## src/rtl/t05_ssdisp_pkg.sv

```systemverilog
// ---------------------------------------------------------------------------
// t05_ssdisp_pkg
// Shared definitions for the multiplexed seven-segment display driver.
//   state_t    : scan FSM states (idle, blank guard, digit shown)
//   SEG_BLANK  : segment pattern with every segment off
//   HEX_SEG    : nibble -> segment table, bit 6 = a ... bit 0 = g
// ---------------------------------------------------------------------------
package t05_ssdisp_pkg;

    typedef enum logic [1:0] {
        ST_IDLE  = 2'd0,
        ST_GUARD = 2'd1,
        ST_SHOW  = 2'd2
    } state_t;

    localparam logic [6:0] SEG_BLANK = 7'h00;

    // Index is the nibble value; lowercase glyphs are used for b and d so
    // they cannot be confused with 8 and 0.
    localparam logic [6:0] HEX_SEG [16] = '{
        7'h7E, 7'h30, 7'h6D, 7'h79,
        7'h33, 7'h5B, 7'h5F, 7'h70,
        7'h7F, 7'h73, 7'h77, 7'h1F,
        7'h4E, 7'h3D, 7'h4F, 7'h47
    };

endpackage

```

## src/rtl/t05_ssdec_hex.sv

```systemverilog
// ---------------------------------------------------------------------------
// t05_ssdec_hex
// Combinational hex-to-seven-segment decoder with a blanking override.
//   nibble : 4-bit hex digit to decode
//   blank  : 1 forces every segment off
//   seg    : active-high segments, seg[6]=a ... seg[0]=g
// ---------------------------------------------------------------------------
module t05_ssdec_hex
    import t05_ssdisp_pkg::*;
(
    input  logic [3:0] nibble,
    input  logic       blank,
    output logic [6:0] seg
);

    // Table lookup, with blanking taking priority over the decoded glyph.
    always_comb begin
        seg = HEX_SEG[nibble];
        if (blank) begin
            seg = SEG_BLANK;
        end
    end

endmodule

```

## src/rtl/t05_ssdisp_scan.sv

```systemverilog
// ---------------------------------------------------------------------------
// t05_ssdisp_scan
// Time-multiplexed seven-segment display driver for NUM_DIGITS hex digits.
// Each digit slot is CLK_DIV cycles long: GUARD cycles with every digit
// deselected (anti-ghosting) followed by the decoded digit.
//   clk, rst     : clock, asynchronous active-high reset
//   value        : hex digits, nibble 0 is the rightmost digit
//   load         : capture value / dp_in / blink_mask into the display register
//   enable       : scan enable, low blanks the display
//   lz_suppress  : blank leading zero digits (digit 0 always shown)
//   dp_in        : decimal point per digit
//   blink_mask   : digits that blink
//   seg_out      : segments a..g (bit 6 = a), polarity per SEG_ACTIVE_LOW
//   dp_out       : decimal point of the selected digit, polarity per SEG_ACTIVE_LOW
//   dig_sel      : one-hot digit select, polarity per DIG_ACTIVE_LOW
//   frame_done   : high during the final cycle of the last digit slot
// ---------------------------------------------------------------------------
module t05_ssdisp_scan
    import t05_ssdisp_pkg::*;
#(
    parameter int NUM_DIGITS     = 4,
    parameter int CLK_DIV        = 1000,
    parameter int GUARD          = 16,
    parameter int BLINK_DIV      = 64,
    parameter int SEG_ACTIVE_LOW = 0,
    parameter int DIG_ACTIVE_LOW = 0
)(
    input  logic                    clk,
    input  logic                    rst,
    input  logic [4*NUM_DIGITS-1:0] value,
    input  logic                    load,
    input  logic                    enable,
    input  logic                    lz_suppress,
    input  logic [NUM_DIGITS-1:0]   dp_in,
    input  logic [NUM_DIGITS-1:0]   blink_mask,
    output logic [6:0]              seg_out,
    output logic                    dp_out,
    output logic [NUM_DIGITS-1:0]   dig_sel,
    output logic                    frame_done
);

    localparam int IDX_W    = (NUM_DIGITS > 1) ? $clog2(NUM_DIGITS) : 1;
    localparam int CNT_W    = $clog2(CLK_DIV);
    localparam int BLK_W    = (BLINK_DIV > 1) ? $clog2(BLINK_DIV) : 1;
    localparam int SHOW_LEN = CLK_DIV - GUARD;

    localparam logic [IDX_W-1:0] LAST_IDX  = IDX_W'(NUM_DIGITS - 1);
    localparam logic [CNT_W-1:0] GUARD_END = CNT_W'(GUARD - 1);
    localparam logic [CNT_W-1:0] SHOW_END  = CNT_W'(SHOW_LEN - 1);
    localparam logic [BLK_W-1:0] BLINK_END = BLK_W'(BLINK_DIV - 1);

    // Pin-level "off" patterns; XOR-ing an active-high value with these
    // applies the configured polarity.
    localparam logic [6:0]            SEG_OFF_PIN = (SEG_ACTIVE_LOW != 0) ? 7'h7F : 7'h00;
    localparam logic                  DP_OFF_PIN  = (SEG_ACTIVE_LOW != 0);
    localparam logic [NUM_DIGITS-1:0] DIG_OFF_PIN = (DIG_ACTIVE_LOW != 0) ?
                                                    {NUM_DIGITS{1'b1}} : {NUM_DIGITS{1'b0}};

    state_t                  state_q, state_d;
    logic [IDX_W-1:0]        idx_q, idx_d;
    logic [CNT_W-1:0]        cnt_q, cnt_d;
    logic [BLK_W-1:0]        blink_cnt_q, blink_cnt_d;
    logic                    blink_vis_q, blink_vis_d;
    logic [4*NUM_DIGITS-1:0] val_q, val_d;
    logic [NUM_DIGITS-1:0]   dp_reg_q, dp_reg_d;
    logic [NUM_DIGITS-1:0]   bmask_q, bmask_d;
    logic [6:0]              glyph_q, glyph_d;
    logic                    gdp_q, gdp_d;
    logic [6:0]              seg_pin_q, seg_pin_d;
    logic                    dp_pin_q, dp_pin_d;
    logic [NUM_DIGITS-1:0]   dig_pin_q, dig_pin_d;
    logic                    frame_done_q, frame_done_d;

    logic                    latch_glyph;
    logic [NUM_DIGITS-1:0]   lz_mask;
    logic                    lz_run;
    logic [NUM_DIGITS-1:0][3:0] nibbles;
    logic [3:0]              sel_nibble;
    logic                    blink_hide;
    logic                    dec_blank;
    logic [6:0]              dec_seg;

    // Leading-zero map: walk from the most significant digit down and keep
    // blanking while every digit seen so far is zero. Digit 0 never blanks.
    always_comb begin
        lz_mask = '0;
        lz_run  = 1'b1;
        for (int i = NUM_DIGITS - 1; i >= 0; i--) begin
            lz_run     = lz_run & (val_q[4*i +: 4] == 4'h0);
            lz_mask[i] = lz_run & (i != 0);
        end
    end

    // Glyph for the digit about to be shown, evaluated against the index and
    // blink phase that take effect on the coming edge.
    always_comb begin
        nibbles    = val_q;
        sel_nibble = nibbles[idx_d];
        blink_hide = ~blink_vis_d & bmask_q[idx_d];
        dec_blank  = (lz_suppress & lz_mask[idx_d]) | blink_hide;
    end

    t05_ssdec_hex u_dec (
        .nibble (sel_nibble),
        .blank  (dec_blank),
        .seg    (dec_seg)
    );

    // Next-state logic: display register capture, blink phase, scan FSM and
    // the registered pin values. The glyph is frozen at guard entry so a load
    // never changes a digit halfway through its slot.
    always_comb begin
        state_d     = state_q;
        idx_d       = idx_q;
        cnt_d       = cnt_q;
        blink_cnt_d = blink_cnt_q;
        blink_vis_d = blink_vis_q;
        val_d       = val_q;
        dp_reg_d    = dp_reg_q;
        bmask_d     = bmask_q;
        glyph_d     = glyph_q;
        gdp_d       = gdp_q;
        latch_glyph = 1'b0;

        if (frame_done_q) begin
            if (blink_cnt_q == BLINK_END) begin
                blink_cnt_d = '0;
                blink_vis_d = ~blink_vis_q;
            end else begin
                blink_cnt_d = blink_cnt_q + 1'b1;
            end
        end

        if (load) begin
            val_d    = value;
            dp_reg_d = dp_in;
            bmask_d  = blink_mask;
        end

        if (!enable) begin
            state_d = ST_IDLE;
            idx_d   = '0;
            cnt_d   = '0;
        end else begin
            case (state_q)
                ST_IDLE: begin
                    state_d     = ST_GUARD;
                    idx_d       = '0;
                    cnt_d       = '0;
                    latch_glyph = 1'b1;
                end
                ST_GUARD: begin
                    if (cnt_q == GUARD_END) begin
                        state_d = ST_SHOW;
                        cnt_d   = '0;
                    end else begin
                        cnt_d = cnt_q + 1'b1;
                    end
                end
                ST_SHOW: begin
                    if (cnt_q == SHOW_END) begin
                        state_d     = ST_GUARD;
                        cnt_d       = '0;
                        idx_d       = (idx_q == LAST_IDX) ? '0 : idx_q + 1'b1;
                        latch_glyph = 1'b1;
                    end else begin
                        cnt_d = cnt_q + 1'b1;
                    end
                end
                default: begin
                    state_d = ST_IDLE;
                    idx_d   = '0;
                    cnt_d   = '0;
                end
            endcase
        end

        if (latch_glyph) begin
            glyph_d = dec_seg;
            gdp_d   = dp_reg_q[idx_d] & ~blink_hide;
        end

        seg_pin_d    = SEG_OFF_PIN;
        dp_pin_d     = DP_OFF_PIN;
        dig_pin_d    = DIG_OFF_PIN;
        frame_done_d = 1'b0;
        if (state_d == ST_SHOW) begin
            seg_pin_d    = glyph_q ^ SEG_OFF_PIN;
            dp_pin_d     = gdp_q ^ DP_OFF_PIN;
            dig_pin_d    = (NUM_DIGITS'(1) << idx_d) ^ DIG_OFF_PIN;
            frame_done_d = (idx_d == LAST_IDX) && (cnt_d == SHOW_END);
        end
    end

    // Single state register for the whole driver; reset drives the pins to
    // their inactive level immediately.
    always_ff @(posedge clk or posedge rst) begin
        if (rst) begin
            state_q      <= ST_IDLE;
            idx_q        <= '0;
            cnt_q        <= '0;
            blink_cnt_q  <= '0;
            blink_vis_q  <= 1'b1;
            val_q        <= '0;
            dp_reg_q     <= '0;
            bmask_q      <= '0;
            glyph_q      <= SEG_BLANK;
            gdp_q        <= 1'b0;
            seg_pin_q    <= SEG_OFF_PIN;
            dp_pin_q     <= DP_OFF_PIN;
            dig_pin_q    <= DIG_OFF_PIN;
            frame_done_q <= 1'b0;
        end else begin
            state_q      <= state_d;
            idx_q        <= idx_d;
            cnt_q        <= cnt_d;
            blink_cnt_q  <= blink_cnt_d;
            blink_vis_q  <= blink_vis_d;
            val_q        <= val_d;
            dp_reg_q     <= dp_reg_d;
            bmask_q      <= bmask_d;
            glyph_q      <= glyph_d;
            gdp_q        <= gdp_d;
            seg_pin_q    <= seg_pin_d;
            dp_pin_q     <= dp_pin_d;
            dig_pin_q    <= dig_pin_d;
            frame_done_q <= frame_done_d;
        end
    end

    assign seg_out    = seg_pin_q;
    assign dp_out     = dp_pin_q;
    assign dig_sel    = dig_pin_q;
    assign frame_done = frame_done_q;

endmodule

```

## config.mk

```make
export PLATFORM = sky130hd
export DESIGN_NAME = t05_ssdisp_scan
export DESIGN_NICKNAME = d
export VERILOG_FILES = /design/src/rtl/t05_ssdisp_pkg.sv /design/src/rtl/t05_ssdec_hex.sv /design/src/rtl/t05_ssdisp_scan.sv
export SDC_FILE = /design/constraint.sdc
export NUM_CORES = 1
export LEC_CHECK = 0
export ABC_AREA = 1
export ABC_CLOCK_PERIOD_IN_PS = 4280
export BUFFER_PORTS_ARGS = -buffer_cell sky130_fd_sc_hd__buf_4
export CORE_ASPECT_RATIO = 0.5
export CORE_UTILIZATION = 55
export CTS_CLUSTER_SIZE = 25
export DETAILED_ROUTE_END_ITERATION = 12
export GPL_TIMING_DRIVEN = 0
export PLACE_DENSITY_LB_ADDON = 0.08
export SLEW_MARGIN = 10
export SYNTH_ARGS = -nofsm -noshare
export SYNTH_HDL_FRONTEND = slang
export SYNTH_SLANG_ARGS = --single-unit
```

## constraint.sdc

```tcl
create_clock -name clk -period 4.28 [get_ports clk]
set_clock_uncertainty 0.2 [all_clocks]
set_input_delay 0.214 -clock clk [delete_from_list [all_inputs] [get_ports clk]]
set_output_delay 0.214 -clock clk [all_outputs]
set_load 0.05 [all_outputs]
```

Word level (Yosys, flattened, before mapping) --
Memories as Yosys holds them, arrays and structs flattened. Index checks and enable logic that the tools add are counted.
Storage, ports and cells: logic and storage cells 78, bits in latches 0, memory bits (read-only) 112, register bits after elaboration 66, output and inout port bits 13, RAM bits 0, input bits 29, memories kept 1
Cells by class: $lt $le $gt $ge 2, add/sub/neg operators 3, multiply operators 0, eq/ne operators 9, bitwise logic cells 10, shift operators 1, divide/modulo/power cells 0, reduce and logical (&&, ||, !) cells 5, mux-type cells 33
Memories:
- (no name shown) | depth 16, bits a word 7, read ports 1, clocked after memory_dff 0, wr ports 0, line t05_ssdec_hex.sv:18 | seg = HEX_SEG[nibble];
Operator list (count):
- $mux 10 | 3
- $mux 7 | 4
- $eq 10x10->1 const B | 2
- $pmux 10 s2 | 1
- $logic_not 4->1 | 3
- $mux 2 | 6
- $add 10x1->10 const B | 1
- $eq 10x4->1 const B | 1
- $mux 1 | 9
- $bmux 4 s2 | 1
- $eq 2x2->1 const B | 4
- $mux 4 | 2
- $add 6x1->6 const B | 1
- $bmux 1 s2 | 3
- $eq 6x6->1 const B | 1
- $mux 6 | 1
- $pmux 2 s3 | 1
- $and 1x1->1 | 5
- $ge 5x5->1 const B | 1
- $not 4->5 | 1
- $pmux 2 s2 | 1
- $shl 1x2->4 const A | 1
- $lt 2x3->1 const B | 1
- $not 1->1 | 3
- other kinds (6) | 6

Logic depth before layout (Yosys ltp) --
depth in word-level cells 12, gate-level depth with buffers 19, mapped depth without buffers 19

Cells and area by module --
A second synthesis with hierarchy kept.
Second synthesis, totals: cell total of the unflattened synthesis 369, area, all modules 3395.8 um2
By module, submodules not included:
- t05_ssdisp_scan | times used 1, cells an instance 323, area each 3119.2 um2, seq. area each 1652.8 um2
- t05_ssdec_hex | times used 1, cells an instance 46, area each 276.5 um2, seq. area each 0.0 um2

Worst setup path before layout --
OpenSTA, ideal clock, no wires.
kind register -> register, start point register cnt_q[0], end point register glyph_q[3], path buffers 1, library setup time 117 ps, cell stages (with the launch flop) 19, data arrival time 2146 ps, data required time 3963 ps, slack 1816 ps, cells stage by stage dfrtp_1 -> ha_1 -> nand2_1 -> nor2_4 -> nand3_4 -> nand2_2 -> nand2_4 -> nand3_2 -> nand2_4 -> buf_6 -> nand2_1 -> nand2_1 -> inv_1 -> ha_1 -> inv_1 -> nand2_1 -> nand3_1 -> nand3_1 -> nand2_1
Between the ends: word-level cells in the longest chain between the ends 11
RTL lines:
- start, declared | line t05_ssdisp_scan.sv:61 | logic [CNT_W-1:0] cnt_q, cnt_d;
- start signal, assigned | line t05_ssdisp_scan.sv:216 | cnt_q <= cnt_d;
- $eq 10x10->1 * | line t05_ssdisp_scan.sv:161 | if (cnt_q == SHOW_END) begin
- $mux 2 * | line t05_ssdisp_scan.sv:161
- $pmux 2 s2 * | line t05_ssdisp_scan.sv:145 | case (state_q)
- $mux 2 * | line t05_ssdisp_scan.sv:140 | if (!enable) begin
- net idx_d[1] | line t05_ssdisp_scan.sv:60 | logic [IDX_W-1:0] idx_q, idx_d;
- $bmux 4 s2 | line t05_ssdisp_scan.sv:98 | sel_nibble = nibbles[idx_d];
- $mux 4 (not written as such) | line t05_ssdisp_scan.sv:98
- $not 4->5 (not written as such) | line t05_ssdec_hex.sv:18
- $mem_v2 16x7
- $mux 7 (not written as such) (2 in a row) | line t05_ssdec_hex.sv:18
- $mux 7 * | line t05_ssdec_hex.sv:19 | if (blank) begin
- end signal, assigned | line t05_ssdisp_scan.sv:222 | glyph_q <= glyph_d;
- end, declared | line t05_ssdisp_scan.sv:67 | logic [6:0] glyph_q, glyph_d;
Mark *: on every way through the listed nets, which the timed path passes. The rest lies on a longest branch. The select of a mux whose other input is x is not followed. A chain may end at the register's enable or synchronous reset.

Final worst setup path --
Same ends and word-level chain as after synthesis.

==> impl_metrics.yaml <==
run_status:
  status: "finished, final reports clean"
timing:
  timing.final.crit_share: 0.657
  fin_crit_ns: 2.81
  relSlewSlack: 0.462
  hold_viol: 0
  worstMarginPinSlew_ns: 0.807
  setup_viol: 0
  fmax_mhz: 356
  rsz0062_at_grt: "no"
  finalSetupTns_ns: 0
  slew_viol_final: 0
die:
  die_w_um: 114
  rows: 20
  core_area_mm2: 0.00608
  start_util: 0.570
  die_h_um: 58.2
  io_pins: 42
  dieArea_mm2: 0.00665
critical_path:
  max_stage_delay_ns: 0.39
  timing.rr.end: "glyph_q[3]"
  end_kind: "flip-flop"
  path_cells: "ha_1, nand2_1, nor2_4, nand3_4, nor2_4, nand3_2, nand2_4, buf_6, nand2_1, nand2_1, inv_1, ha_1, o21ai_1, nand2_1, nand3_1, nand2_1"
  slowest_stage: "dfrtp_1"
  critPathRequiredTime_ns: 4.31
  critPathKind: "reg -> reg"
  path_common_cell: "nand2_1"
  r2r-start: "cnt_q[0]"
  ff2ff_setup_slack_ns: 1.47
  critPathBufInv: 2
  reg2reg_depth: 16
  crit_cells: 16
  cpLargestDelayFamily: "simple AND/OR/NAND/NOR gates"
  arrival_ns: 2.84
  crit_path_start_kind: "flip-flop"
  crit_fanout: 10
power:
  pwr-share-comb: 0.116
  p_seq_frac: 0.434
  p_clk_frac: 0.450
  swShare: 0.240
  p_int_mw: 1.19
  irDropWorstVdd_mv: 0.236
  powerDensity_mw_per_mm2: 356
  p_leak_nw: 2.14
  netSwitchingPower_mw: 0.377
cts:
  ctsResizeCount: 0
  post_cts_buffers: 0
  cts_buffers: 9
  holdBufCountCts: 25
  clkLatencyLatePin_ns: 0.34
  clk_pin_slew_ns: 0.05
  cts_tree: "built"
  cts-root-buf: "clkbuf_16"
  ctsHtreeMaxLevel: 3
  clock_path_buffers: 2
  cts_num_sinks: 66
global_route:
  first_global_vias: 2799
  grt_max_degree: 67
  grt_use_met2: 0.409
  busiest_layer: "met2"
  grt_pass1_wl_mm: 12.9
  overflow: 0
  gr-usage-met3: 0.0910
  grtUsageTotal: 0.261
  antenna_found_initial: 0
  use_met1: 0.343
routing:
  drt_iter0_markers: 195
  viasPerCell: 4.97
  routed_wl_mm: 7.61
  drc: 0
  num_vias: 2855
  route.detailed.wl_per_inst_um: 13.3
  dr.pass1.iters: 4
  ant_nets: 0
finish:
  diodes: 0
  finalNonFillerCells: 574
  num-nets-final: 522
  multiInputGateArea_mm2: 0.00156
  layout_commonest_cell: "nand2_1"
  area_growth_syn_to_layout_pct: 27.2
  drive_gt1_frac: 0.208
  fill_cells: 476
  register_area_mm2: 0.00165
  final_cell_mix: "98 x nand2_1, 65 x dfrtp_1, 49 x inv_1, 40 x buf_4, 37 x nand3_1"
place:
  dp_cells: 533
  io_buffer_count: 40
  place_hpwl_mm: 5.34
  gp_congestion: 0.873
hold_path:
  hold_path.class: "in -> reg"
  min_to: "state_q[0]"
  holdPathStages: 5
  hold_start: "enable"
synthesis:
  synth_area_leaders: "dfrtp_1 47%, nand2_1 11%, inv_1 5.4%"
  synth_top_cell_by_area: "dfrtp_1"
  synth_top_cell_area_share: 0.469
  synth.ff_latch_count: 66
  ys_seq_area_frac: 0.477
  syn_area_mm2: 0.00347
  synth_cells: 405
  ys_warn_count: 0
  syn_avg_cell_area_um2: 8.56
  syn_nets: 446
  ys_types: 30
job:
  cap_violations: 0
## final cells by class
type                    count  share of cell area
clock inverters             3             0.00908
plain buffers               9              0.0113
inverters                  55              0.0474
flip-flops and latches     66               0.375
repair buffers             65               0.125
well taps                  88              0.0250
clock buffers              13              0.0545
multi-input cells         275               0.353
## worst max-delay path by stage
| stage | from | endpoint | slack [ns] |
|---|---|---|---|
| 2_1_floorplan | cnt_q[0] | glyph_q[3] | 1.82 |
| 3_3_place_gp | rst | nibbles[15] | 1.51 |
| 3_5_place_dp | cnt_q[0] | glyph_q[3] | 1.49 |
| 4_1_cts | cnt_q[0] | glyph_q[3] | 1.48 |
| 5_1_grt | cnt_q[0] | glyph_q[5] | 1.23 |
| 6_report | cnt_q[0] | glyph_q[3] | 1.47 |
## cell families after synthesis
group,share of synthesized area
buf+inv,0.0740
fa+ha+maj,0.0433
flops,0.477
compound gates,0.0512
mux,0.0422
xor+xnor,0.0152
simple gates,0.298
## power by group through the flow
stage          clock (mW)  sequential, mW  combinational [mW]
3_5_place_dp            0           0.691               0.163
5_1_grt             0.746           0.684               0.209
6_report            0.705           0.681               0.183
4_1_cts             0.721           0.681               0.182
2_1_floorplan           0           0.685               0.116
3_3_place_gp            0           0.690               0.156
## through the flow
stage,hold WS (ns),area [um^2],utilization,power [mW],worst slack [ns]
finish,0.0151,4410,0.726,1.57,1.47
global route,0.0483,4410,0.726,1.64,1.23
detailed placement,0.227,3880,0.638,0.855,1.49
global placement,0.225,3880,0.638,0.845,1.51
CTS,0.00479,4410,0.726,1.58,1.48
floorplan,0.135,3470,-,0.801,1.82
## Yosys cell counts
cell type,number
o21ai_0,20
nor4b_2,1
nor3_1,6
buf_2,1
clkbuf_1,6
a21oi_1,5
nand3_1,37
nand4_1,6
nand2_4,3
nor4_1,3
inv_2,5
nor2_1,34
xnor2_1,1
o21ai_1,7
ha_1,12
inv_1,50
mux2_2,13
xor2_1,5
nor2_2,5
dfrtp_1,65
o2111ai_1,1
nand2_1,98
nor2_4,2
nor3b_1,1
o21ai_2,1
buf_6,2
dfstp_2,1
nand2_2,6
nand3_2,3
nand3_4,5
## routing by layer
layer | vias to the layer above | part of all wire
met4 | 0 | 0.012
met3 | 12 | 0.057
li1 | 1450 | -
met1 | 1326 | 0.49
met5 | - | 0
met2 | 67 | 0.44
## worst min-delay path: cells and delay by family
family,cells,cell delay [ns]
buffers and inverters,3,0.20
AND/OR/NAND/NOR,2,0.10
## sequential cells by signal (all words and copies together) (netlist names), 2 cells and up
name and cells:
nibbles 16, state_q 2, dig_sel 4, idx_q 2, cnt_q 10, glyph_q 7
seg_out 7, blink_cnt_q 6, bmask_q 4, dp_reg_q 4
Note: power is estimated with default switching activity, not from simulation.
